--- config.mk ---
export PLATFORM = sky130hd
export DESIGN_NAME = mmio_periph_flat
export DESIGN_NICKNAME = d
export VERILOG_FILES = /design/src/rtl/mmio_periph_if.sv /design/src/rtl/mmio_periph.sv /design/src/flat_wrapper.sv
export SDC_FILE = /design/constraint.sdc
export NUM_CORES = 1
export LEC_CHECK = 0
export ABC_CLOCK_PERIOD_IN_PS = 7800
export CAP_MARGIN = 0
export CORE_MARGIN = 1.5
export CORE_UTILIZATION = 35
export CTS_BUF_LIST = sky130_fd_sc_hd__clkbuf_2
export DETAILED_ROUTE_END_ITERATION = 12
export SYNTH_ARGS = -nofsm -noshare
export SYNTH_HDL_FRONTEND = slang
export SYNTH_SLANG_ARGS = --single-unit
--- constraint.sdc ---
create_clock -name clk -period 7.8 [get_ports clk]
set_input_delay 1.56 -clock clk [delete_from_list [all_inputs] [get_ports clk]]
set_output_delay 1.56 -clock clk [all_outputs]
set_load 0.01 [all_outputs]
--- src/rtl/mmio_periph_if.sv ---
// CPU data-bus port of the MMIO peripheral: address, store data/strobe, load data and window hit.
interface mmio_periph_if;
  logic [31:0] adr;
  logic [31:0] wdin;
  logic        we;
  logic [31:0] rd;
  logic        hit;

  // CPU side drives the address and store signals.
  modport master (
    output adr,
    output wdin,
    output we,
    input  rd,
    input  hit
  );

  // Peripheral side decodes the address and returns load data.
  modport slave (
    input  adr,
    input  wdin,
    input  we,
    output rd,
    output hit
  );
endinterface

--- src/rtl/mmio_periph.sv ---
// Memory-mapped board peripheral: a 32-bit digit register scanned onto an 8-digit seven-segment
// display, a 24-bit LED register and a debounced 24-bit switch input.
// Window is 0xFFFFF000..0xFFFFFFFF; the low two address bits are ignored.
module mmio_periph #(
  parameter int unsigned SCAN_DIV   = 50000,
  parameter int unsigned DEB_CYCLES = 100000
) (
  input  logic                clk,
  input  logic                rst,
  mmio_periph_if.slave        bus,
  input  logic [23:0]         device_sw,
  output logic [23:0]         device_led,
  output logic [7:0]          dig_en,
  output logic [7:0]          dig_seg
);

  localparam int unsigned ScanW = (SCAN_DIV > 1) ? $clog2(SCAN_DIV) : 1;
  localparam int unsigned DebW  = (DEB_CYCLES > 1) ? $clog2(DEB_CYCLES) : 1;

  localparam logic [ScanW-1:0] ScanLast = ScanW'(SCAN_DIV - 1);
  localparam logic [DebW-1:0]  DebLast  = DebW'(DEB_CYCLES - 1);

  // Word offsets (byte offset >> 2) of the mapped registers.
  localparam logic [9:0] OffDig = 10'h000;
  localparam logic [9:0] OffLed = 10'h018;
  localparam logic [9:0] OffSw  = 10'h01C;

  logic [31:0]      dig_q, dig_d;
  logic [23:0]      led_q, led_d;
  logic [23:0]      sync1_q, sync2_q;
  logic [23:0]      cand_q, cand_d;
  logic [23:0]      sw_deb_q, sw_deb_d;
  logic [DebW-1:0]  deb_cnt_q, deb_cnt_d;
  logic [ScanW-1:0] scan_cnt_q, scan_cnt_d;
  logic [2:0]       idx_q, idx_d;

  logic       hit;
  logic [9:0] off;
  logic [3:0] nibble;

  // Byte-lane bits are never decoded.
  logic unused_adr_lsb;
  assign unused_adr_lsb = ^bus.adr[1:0];

  assign hit     = (bus.adr[31:12] == 20'hFFFFF);
  assign off     = bus.adr[11:2];
  assign bus.hit = hit;

  // Store decode: only DIG and LED are writable, everything else drops the store.
  always_comb begin
    dig_d = dig_q;
    led_d = led_q;
    if (bus.we && hit) begin
      if (off == OffDig) begin
        dig_d = bus.wdin;
      end else if (off == OffLed) begin
        led_d = bus.wdin[23:0];
      end
    end
  end

  // Load mux: purely combinational from the address, so a same-cycle store reads the old value.
  always_comb begin
    bus.rd = 32'h0;
    if (hit) begin
      if (off == OffDig) begin
        bus.rd = dig_q;
      end else if (off == OffLed) begin
        bus.rd = {8'h0, led_q};
      end else if (off == OffSw) begin
        bus.rd = {8'h0, sw_deb_q};
      end
    end
  end

  // Debounce: a change restarts the stability count; a full count publishes the candidate.
  always_comb begin
    cand_d    = cand_q;
    deb_cnt_d = deb_cnt_q;
    sw_deb_d  = sw_deb_q;
    if (sync2_q != cand_q) begin
      cand_d    = sync2_q;
      deb_cnt_d = '0;
    end else if (deb_cnt_q == DebLast) begin
      sw_deb_d = cand_q;
    end else begin
      deb_cnt_d = deb_cnt_q + 1'b1;
    end
  end

  // Display scan: dwell SCAN_DIV cycles per digit, then step to the next digit (7 wraps to 0).
  always_comb begin
    scan_cnt_d = scan_cnt_q;
    idx_d      = idx_q;
    if (scan_cnt_q == ScanLast) begin
      scan_cnt_d = '0;
      idx_d      = idx_q + 3'd1;
    end else begin
      scan_cnt_d = scan_cnt_q + 1'b1;
    end
  end

  // All state, cleared asynchronously so a reset abandons any debounce or scan progress.
  always_ff @(posedge clk or posedge rst) begin
    if (rst) begin
      dig_q      <= 32'h0;
      led_q      <= 24'h0;
      sync1_q    <= 24'h0;
      sync2_q    <= 24'h0;
      cand_q     <= 24'h0;
      sw_deb_q   <= 24'h0;
      deb_cnt_q  <= '0;
      scan_cnt_q <= '0;
      idx_q      <= 3'd0;
    end else begin
      dig_q      <= dig_d;
      led_q      <= led_d;
      sync1_q    <= device_sw;
      sync2_q    <= sync1_q;
      cand_q     <= cand_d;
      sw_deb_q   <= sw_deb_d;
      deb_cnt_q  <= deb_cnt_d;
      scan_cnt_q <= scan_cnt_d;
      idx_q      <= idx_d;
    end
  end

  assign device_led = led_q;

  // One active-low digit enable; the nibble tracks DIG live so a store shows up at once.
  assign dig_en = ~(8'h01 << idx_q);
  assign nibble = dig_q[{idx_q, 2'b00} +: 4];

  // Hex to active-low segments {dp,g,f,e,d,c,b,a}, decimal point kept dark.
  always_comb begin
    dig_seg = 8'hFF;
    unique case (nibble)
      4'h0: dig_seg = 8'hC0;
      4'h1: dig_seg = 8'hF9;
      4'h2: dig_seg = 8'hA4;
      4'h3: dig_seg = 8'hB0;
      4'h4: dig_seg = 8'h99;
      4'h5: dig_seg = 8'h92;
      4'h6: dig_seg = 8'h82;
      4'h7: dig_seg = 8'hF8;
      4'h8: dig_seg = 8'h80;
      4'h9: dig_seg = 8'h90;
      4'hA: dig_seg = 8'h88;
      4'hB: dig_seg = 8'h83;
      4'hC: dig_seg = 8'hC6;
      4'hD: dig_seg = 8'hA1;
      4'hE: dig_seg = 8'h86;
      4'hF: dig_seg = 8'h8E;
      default: dig_seg = 8'hFF;
    endcase
  end

endmodule

--- src/flat_wrapper.sv ---
// flat-port wrapper written by rule: the top's interface ports become plain ports
module mmio_periph_flat 
#(
  parameter int unsigned SCAN_DIV   = 50000,
  parameter int unsigned DEB_CYCLES = 100000
)
  (clk, rst, device_sw, device_led, dig_en, dig_seg, bus_adr, bus_wdin, bus_we, bus_rd, bus_hit);
  mmio_periph_if bus_i ();
  input  logic clk;
  input  logic rst;
  input  logic [23:0] device_sw;
  output logic [23:0] device_led;
  output logic [7:0] dig_en;
  output logic [7:0] dig_seg;
  input wire logic [$bits(bus_i.adr)-1:0] bus_adr;
  input wire logic [$bits(bus_i.wdin)-1:0] bus_wdin;
  input wire logic [$bits(bus_i.we)-1:0] bus_we;
  output wire logic [$bits(bus_i.rd)-1:0] bus_rd;
  output wire logic [$bits(bus_i.hit)-1:0] bus_hit;
  assign bus_i.adr = bus_adr;
  assign bus_i.wdin = bus_wdin;
  assign bus_i.we = bus_we;
  assign bus_rd = bus_i.rd;
  assign bus_hit = bus_i.hit;
  mmio_periph #(.SCAN_DIV(SCAN_DIV), .DEB_CYCLES(DEB_CYCLES)) u_core (.clk(clk), .rst(rst), .bus(bus_i), .device_sw(device_sw), .device_led(device_led), .dig_en(dig_en), .dig_seg(dig_seg));
endmodule
==> flow_metrics.py <==
metrics = {
    "setup_path": {
        "arrival_ps": 4690,
        "crit_type": "primary input to output port",
        "r2r_cells": 5,
        "critPathRequiredTime_ps": 6240,
        "critPathLaunchType": "primary input",
        "critical_path.endpoint": "bus_rd[26]",
        "regToRegSetupSlack_ps": 4800,
        "rr_startpoint": "u_core.deb_cnt_q[11]$_DFFE_PP0P_",
        "crit_start": "bus_adr[4]",
        "r2r_end": "u_core.sw_deb_q[14]$_DFFE_PP0P_",
        "end_kind": "output port",
        "crit_path_max_fanout": 26,
    },
    "clock_network": {
        "clock_sinks": 188,
        "ctsLongestPathBuffers": 2,
        "postCtsSetupRepairBufs": 0,
        "cts-buffers-inserted": 17,
        "cts.repair.resized": 0,
        "cts_tree": "yes",
        "root_buffer": "clkbuf_2",
        "clk_latency_ps": 760,
        "clkTransAtPathRegs_ps": 260,
        "ctsHoldBuffers": 0,
        "htree_levels": 4,
    },
    "timing": {
        "totalNegativeSetupSlack_ps": 0,
        "fmax_mhz": 160,
        "rsz0062_at_grt": "no",
        "finalHoldViolCount": 0,
        "skew_ps": 44.4,
        "maxSlewViolCount": 0,
        "relSlewSlack_pct": 30.3,
        "layout_min_cycle_time_ps": 6250,
        "finalSetupViolCount": 0,
        "tightest_slew_ps": 1040,
        "timing.final.crit_share_pct": 80.2,
    },
    "logic_synthesis": {
        "async_reset_ff_share_pct": 100,
        "synth_edf_count": 0,
        "ys_ff_latch": 188,
        "synthesis.area_um2": 8230,
        "ys.flop_type": "dfrtp_1",
        "yosysSeqAreaShare_pct": 57.1,
        "synth_top_cell_area_share_pct": 57.1,
        "ys_warn_count": 0,
        "synth_cell_types": 44,
        "avgSynthCellArea_um2": 12.4,
        "synth_nets": 770,
        "synth_top_area_cell": "dfrtp_1",
        "synth_cells": 666,
        "netlist_top_cells_area": "dfrtp_1 57%, mux2_2 8.1%, nor2_1 4.1%, xnor2_1 4.0%, mux2i_1 4.0%",
    },
    "die": {
        "rows": 55,
        "die_w_um": 156,
        "start_util_pct": 36.0,
        "dieHeight_um": 156,
        "pin_count": 164,
        "die-area_um2": 24500,
        "coreArea_um2": 22800,
    },
    "detailed_routing": {
        "first_iter_violations": 302,
        "vias": 5399,
        "firstDrtPassIters": 4,
        "vias_per_cell": 4.80,
        "drtAntennaViolNets": 0,
        "wl_per_cell_um": 18.1,
        "drc": 0,
        "routed_wl_um": 20300,
    },
    "hold_path": {
        "min_from": "u_core.sync1_q[21]$_DFF_PP0_",
        "holdCritPathClass": "register to register",
    },
    "run_status": {
        "status": "completed",
    },
    "cells_and_area": {
        "area_growth_pct": 25.0,
        "fin_nets": 902,
        "utilization_pct": 45.0,
        "drive_gt1_share_pct": 16.5,
        "fillers": 2180,
    },
    "job": {
        "max_cap_violations": 0,
    },
    "place": {
        "hpwl_um": 14500,
        "port-buffer-count": 160,
        "routabilityCongestion": 0.789,
    },
    "power": {
        "p_leak_nw": 4.53,
        "p_per_area_nw_per_um2": 153,
        "ir_drop_mv": 0.0783,
    },
    "global_routing": {
        "grt_pass1_vias": 5478,
        "grt_max_degree": 138,
        "overflow": 0,
        "grt_usage_pct": 17.3,
        "antenna_found_initial": 1,
        "grt_pass1_wl_um": 31300,
    },
}
==> synthesized netlist by cell type (2+ instances only) <==
library cell / n
ha_1: 13
buf_1: 6
or2_2: 3
mux2i_1: 33
nand3_1: 16
xnor2_1: 38
clkbuf_1: 42
or4_1: 4
a22o_1: 4
a21oi_1: 2
xor2_1: 12
and4_1: 2
and2_1: 9
nor4_1: 3
o22ai_1: 24
nand2_1: 21
mux2_4: 20
nand4_1: 15
mux2_1: 2
nor3_1: 7
mux2_2: 59
nor2_1: 91
buf_6: 2
inv_1: 15
nor2b_1: 4
mux4_2: 8
and3_1: 3
dfrtp_1: 188
o21ai_0: 5
==> worst min path at each step <==
stage / end / depth (start not counted)
floorplan: u_core.sync2_q[0]$_DFF_PP0_ / 0
global placement: u_core.sync2_q[1]$_DFF_PP0_ / 0
detailed placement: u_core.sync2_q[1]$_DFF_PP0_ / 0
CTS: u_core.sync2_q[2]$_DFF_PP0_ / 0
global route: u_core.sync2_q[2]$_DFF_PP0_ / 0
finish: u_core.sync2_q[21]$_DFF_PP0_ / 0
==> logic make-up (layout without fill, tap and decap cells) <==
kind of cell | count (synthesis) | count (layout) | share of synthesized area (%)
fa+ha+maj | 13 | 13 | 1.98
buf+inv | 67 | 212 | 3.28
flops | 188 | 188 | 57.1
simple gates | 185 | 185 | 10.9
compound gates | 40 | 40 | 3.15
xor+xnor | 50 | 50 | 5.32
mux | 122 | 122 | 18.2
other cells | 1 | 2 | 0.0455
==> power breakdown <==
group          internal (mW)  switching [mW]  leakage (nW)
Sequential             0.996          0.0107          2.45
Clock                  0.125           0.345         0.128
Combinational         0.0527          0.0446          1.96
==> cell usage in the layout, fill, tap and decap left out, types with 13 or more instances in the layout <==
cell,Yosys,layout
nand4_1,15,15
clkbuf_2,0,19
nand3_1,16,16
nor2_1,91,91
mux2_2,59,59
inv_1,15,14
clkdlybuf4s50_1,0,159
nand2_1,21,21
o22ai_1,24,24
mux2i_1,33,33
ha_1,13,13
dfrtp_1,188,188
xnor2_1,38,38
mux2_4,20,20
==> area by class of cell <==
cell class	count	area, um2	area share, %
clock buffers	19	95.1	0.924
flip-flops and latches	188	4700	45.7
inverters	16	67.6	0.657
clock inverters	13	130	1.26
repair buffers	164	1630	15.8
well taps	313	392	3.81
diodes	1	2.50	0.0243
multi-input cells	411	3270	31.8
==> worst max-delay path, cell delays in order <==
cell and delay (ps):
buf_2 400, nor3_4 270, buf_4 340, nand3_1 710, nor2_1 650, and2_1 220, clkdlybuf4s50_1 540
==> per-layer routing <==
metal / wire length (um) / vias up / track usage (%)
met5: 0 / - / 0
met4: 290 / 0 / 5.67
met1: 8930 / 2673 / 22.0
met2: 9830 / 167 / 28.2
li1: - / 2543 / -
met3: 1290 / 16 / 5.01
==> flip-flops by register name, summed over array words and instances, names as in the netlist <==
register           count
u_core.dig_q          32
u_core.sync2_q        24
u_core.scan_cnt_q     16
u_core.deb_cnt_q      17
u_core.cand_q         24
u_core.sync1_q        24
u_core.sw_deb_q       24
u_core.idx_q           3
u_core.device_led     24
==> per-stage QoR <==
| step | setup WS (ps) | power [mW] | hold slack (ps) | cells | instance area [um2] |
|---|---|---|---|---|---|
| after floorplan | 1130 | 1.06 | 331 | 666 | 8230 |
| after detailed placement | 1530 | 1.12 | 335 | 1092 | 10100 |
| after global routing | 1330 | 1.65 | 366 | 1125 | 10300 |
| final | 1550 | 1.57 | 362 | 1125 | 10300 |
| after global placement | 1530 | 1.12 | 334 | 1092 | 10100 |
| after CTS | 1520 | 1.60 | 364 | 1124 | 10300 |
Power figures use the tool's default switching activity.
